<file path="src/rtl/code_emitter.sv">
// code_emitter: descrambles a 56-bit code word into eight 7-bit slot characters and emits them in stride order
module code_emitter #(
    parameter int STRIDE    = 5,
    parameter int START_IDX = 0
) (
    input  logic        clk,
    input  logic        rst,
    input  logic [55:0] code_in,
    input  logic        start,
    output logic        busy,
    output logic        done,
    output logic [6:0]  out_data,
    output logic        out_valid,
    input  logic        out_ready,
    output logic [2:0]  out_slot,
    output logic        out_last
);
    typedef enum logic [1:0] {IDLE, LOAD, SEND, DONE} state_t;
    localparam logic [2:0] START = 3'(START_IDX);
    localparam logic [2:0] STEP  = 3'(STRIDE);
    state_t      state, state_nx;
    logic [6:0]  slots [8];
    logic [2:0]  idx, cnt;
    logic [55:0] m;
    logic        fire;
    assign m    = {code_in[13:0], code_in[45:26], code_in[25:14], code_in[55:46]};
    assign fire = state == SEND && out_ready;
    always_ff @(posedge clk) begin
        if (rst) begin
            state <= IDLE;
            idx   <= START;
            cnt   <= '0;
            for (int i = 0; i < 8; i++) slots[i] <= '0;
        end else begin
            state <= state_nx;
            if (state == IDLE && start) begin
                slots[0] <= m[55:49];
                slots[5] <= m[48:42];
                slots[6] <= m[41:35];
                slots[2] <= m[34:28];
                slots[4] <= m[27:21];
                slots[3] <= m[20:14];
                slots[7] <= m[13:7];
                slots[1] <= m[6:0];
            end
            if (state == LOAD) begin
                idx <= START;
                cnt <= '0;
            end else if (fire) begin
                idx <= idx + STEP;
                cnt <= cnt + 3'd1;
            end
        end
    end
    always_comb begin
        state_nx  = state == IDLE ? (start ? LOAD : IDLE) :
                    state == LOAD ? SEND :
                    state == SEND ? (fire && cnt == 3'd7 ? DONE : SEND) : IDLE;
        busy      = state != IDLE;
        done      = state == DONE;
        out_valid = state == SEND;
        out_data  = state == SEND ? slots[idx] : '0;
        out_slot  = idx;
        out_last  = state == SEND && cnt == 3'd7;
    end
endmodule

</file>
<file path="config.mk">
export PLATFORM = sky130hd
export DESIGN_NAME = code_emitter
export DESIGN_NICKNAME = d
export VERILOG_FILES = /design/src/rtl/code_emitter.sv
export SDC_FILE = /design/constraint.sdc
export NUM_CORES = 1
export LEC_CHECK = 0
export CAP_MARGIN = 20
export CORE_MARGIN = 5
export CORE_UTILIZATION = 45
export DETAILED_ROUTE_END_ITERATION = 12
export GPL_ROUTABILITY_DRIVEN = 0
export HOLD_SLACK_MARGIN = 0.12
export PLACE_DENSITY_LB_ADDON = 0.08
export SLEW_MARGIN = 15
export SYNTH_ARGS = -nofsm -noshare
export SYNTH_HDL_FRONTEND = slang
export SYNTH_SLANG_ARGS = --single-unit
</file>
<file path="constraint.sdc">
create_clock -name clk -period 3.6 [get_ports clk]
set_clock_uncertainty 0.2 [all_clocks]
set_input_delay 0.54 -clock clk [delete_from_list [all_inputs] [get_ports clk]]
set_output_delay 0.54 -clock clk [all_outputs]
set_load 0.02 [all_outputs]
</file>
==> impl_results.md <==
- Overall Power: 1.67 mW
- Nets@finish: 345
- Max cap viols: 0
- Clock Latency Late Sink: 0.33 ns
- Average size of a mapped cell: 14.8 µm²
- Hpwl dp: 4040 µm
- Seq/Total Area, Yosys: 0.620
- Post-route ant nets: 0
- Static Leak: 1.50 nW
- Antenna violations before repair: 0
- Post-CTS setup repair buffer count: 0
- Rel. slew slack: 0.662
- WL/cell: 15.3 µm
- WP data required: 2.86 ns
- Routing usage on met2: 0.248
- Via Count: 1,784
- Worst path cell trace: buf_4 > mux4_1 > mux2i_1 > nor2_1 > clkdlybuf4s50_1
- Placed insts: 344
- Yosys warns: 0
- Busiest grt layer: met2
- Initial DRC count: 51
- Register bit total from synthesis: 67
- Drt via density: 4.96
- Max-slew violations: 0
- Critical Setup Path Class: flip-flop to output port
- Max clock buf depth: 2
- Initial core utilization: 0.465
- Hold-fix buffers, CTS: 0
- Commonest cells after routing, fill and taps aside: clkdlybuf4s50_1, and2_1, edfxtp_1
- IR drop worst, VDD: 242 µV
- Clk sinks: 67
- GR Util met3: 0.0339
- CP Max Fanout: 11
- RSZ-0062 raised after global routing: no
- Tot GR Track Use: 0.141
- Post-layout minimum cycle time: 3.07 ns
- Grt total ovfl: 0
- DIE WIDTH: 91.0 µm
- Worst-Margin Slew: 0.506 ns
- TritonCTS clock tree: built
- Status: finished clean
- Core area: 6350 µm²
- Clock transition at path regs: 0.07 ns
- # diodes: 0
- Total CTS buffers: 9
- Critical path launch point type: flip-flop
- Row count: 29
- Root buf cell: clkbuf_8
- GR Util met1: 0.161
- Period Utilization, post-route: 0.852
- DRC: 0
- Worst min path class: flip-flop to flip-flop
- Final hold vios: 0
- Element type at the critical path end: output port
- Slowest-stage cell, CP: mux4_1
- Setup TNS: 0 ns
- Vert. Die Dim: 91.0 µm
- P per Cell Area: 421 nW/µm²
- Crit path DAT: 2.33 ns
- DIE AREA: 8280 µm²
- Layout Cells excl Fill: 360
- First-pass GRT wire length: 9030 µm
- DR pass1 iterations: 4
- Commonest non-fill, non-tap cell in the layout: clkdlybuf4s50_1
- Synth Instances: 200
- I/O Buffers: 73
- # IOs: 74
- CTS H-tree depth: 3
- Synthesis-to-layout area growth: 34.3%
- Fmax: 326 MHz
- Post-CTS Resized: 0
- Synthesized cell area: 2950 µm²
- Final Setup Violations: 0
- Crit path largest cell delay: 0.58 ns
- Mapped Nets: 267
- Count of unique library cells instantiated by Yosys: 24
- Vias in the first global route: 1,912
- Final WL: 5500 µm
- Largest net degree at the start of global routing: 58
- Share of layout cells above drive strength 1: 0.117
==> cells in the mapped netlist (all sizes together) <==
cell,number,area [µm²]
o21ai,1,5.00
or2,1,6.26
a21oi,5,25.0
a31o,1,8.76
ha,7,87.6
mux2i,7,70.1
nand2,5,18.8
nor3b,1,7.51
inv,5,18.8
dfxtp,18,360
and2,50,313
xor2,2,17.5
edfxtp,49,1470
a22o,7,61.3
buf,4,47.5
nand3,3,15.0
mux4,14,338
or3,1,6.26
clkbuf,7,30.0
nor2,12,45.0
==> per-layer routing <==
metal  vias up  share of wire
li1        882              -
met1       849           0.40
met2        45           0.52
met3         8          0.053
met4         0          0.020
met5         -              0
==> cells by family (layout without fill, tap and decap cells) <==
group	after synthesis	count (layout)	synth area share
AO/OA/AOI/OAI	14	14	0.0339
XOR/XNOR	2	2	0.00593
adder cells (fa/ha/maj)	7	7	0.0297
buffers and inverters	16	99	0.0326
flip-flops	67	67	0.620
multiplexers	21	21	0.138
AND/OR/NAND/NOR	73	73	0.139
==> registers in the layout (all words and copies together) (netlist names), named ones only <==
name / flops
out_slot: 3
slots: 56
state: 2
cnt: 3
==> worst max-delay path: cells and delay by family, from the launching register on <==
kind / cells / cell delay, ns
flops: 1 / 0.39
mux: 2 / 0.73
simple gates: 1 / 0.07
buf+inv: 2 / 0.82
==> power breakdown <==
part / switching [mW] / internal, mW / leakage (nW) / total, mW
logic: 0.0540 / 0.0983 / 0.714 / 0.152
clock network: 0.272 / 0.347 / 0.111 / 0.618
registers: 0.0149 / 0.883 / 0.679 / 0.898
==> layout make-up <==
cell class | count | area [µm²]
flip-flops and latches | 67 | 1830
inverters | 5 | 18.8
multi-input cells | 117 | 1030
repair buffers | 78 | 781
well taps | 77 | 96.3
clock buffers | 13 | 190
fillers | 529 | 2380
clock inverters | 3 | 16.3
==> per-stage QoR <==
stage	setup WS, ns	hold WS, ns	cell area (µm²)	utilization
5_1_grt	0.353	0.293	3970	0.625
6_report	0.533	0.266	3970	0.625
3_5_place_dp	0.843	0.260	3760	0.592
4_1_cts	0.467	0.270	3970	0.625
2_1_floorplan	1.25	0.240	2950	-
3_3_place_gp	0.878	0.248	3760	0.592
==> final timing paths <==
kind | slack (ns) | cells after the start | to | startpoint
worst min-delay path | 0.27 | 2 | cnt[1] | cnt[1]
worst max-delay path | 0.53 | 5 | out_data[2] | flip-flop
worst max register to register | 1.58 | 6 | slots[1][3] | state[0]
worst min register to register | 0.27 | 2 | cnt[1] | cnt[1]
No activity file was read; power rests on OpenSTA's default activity.
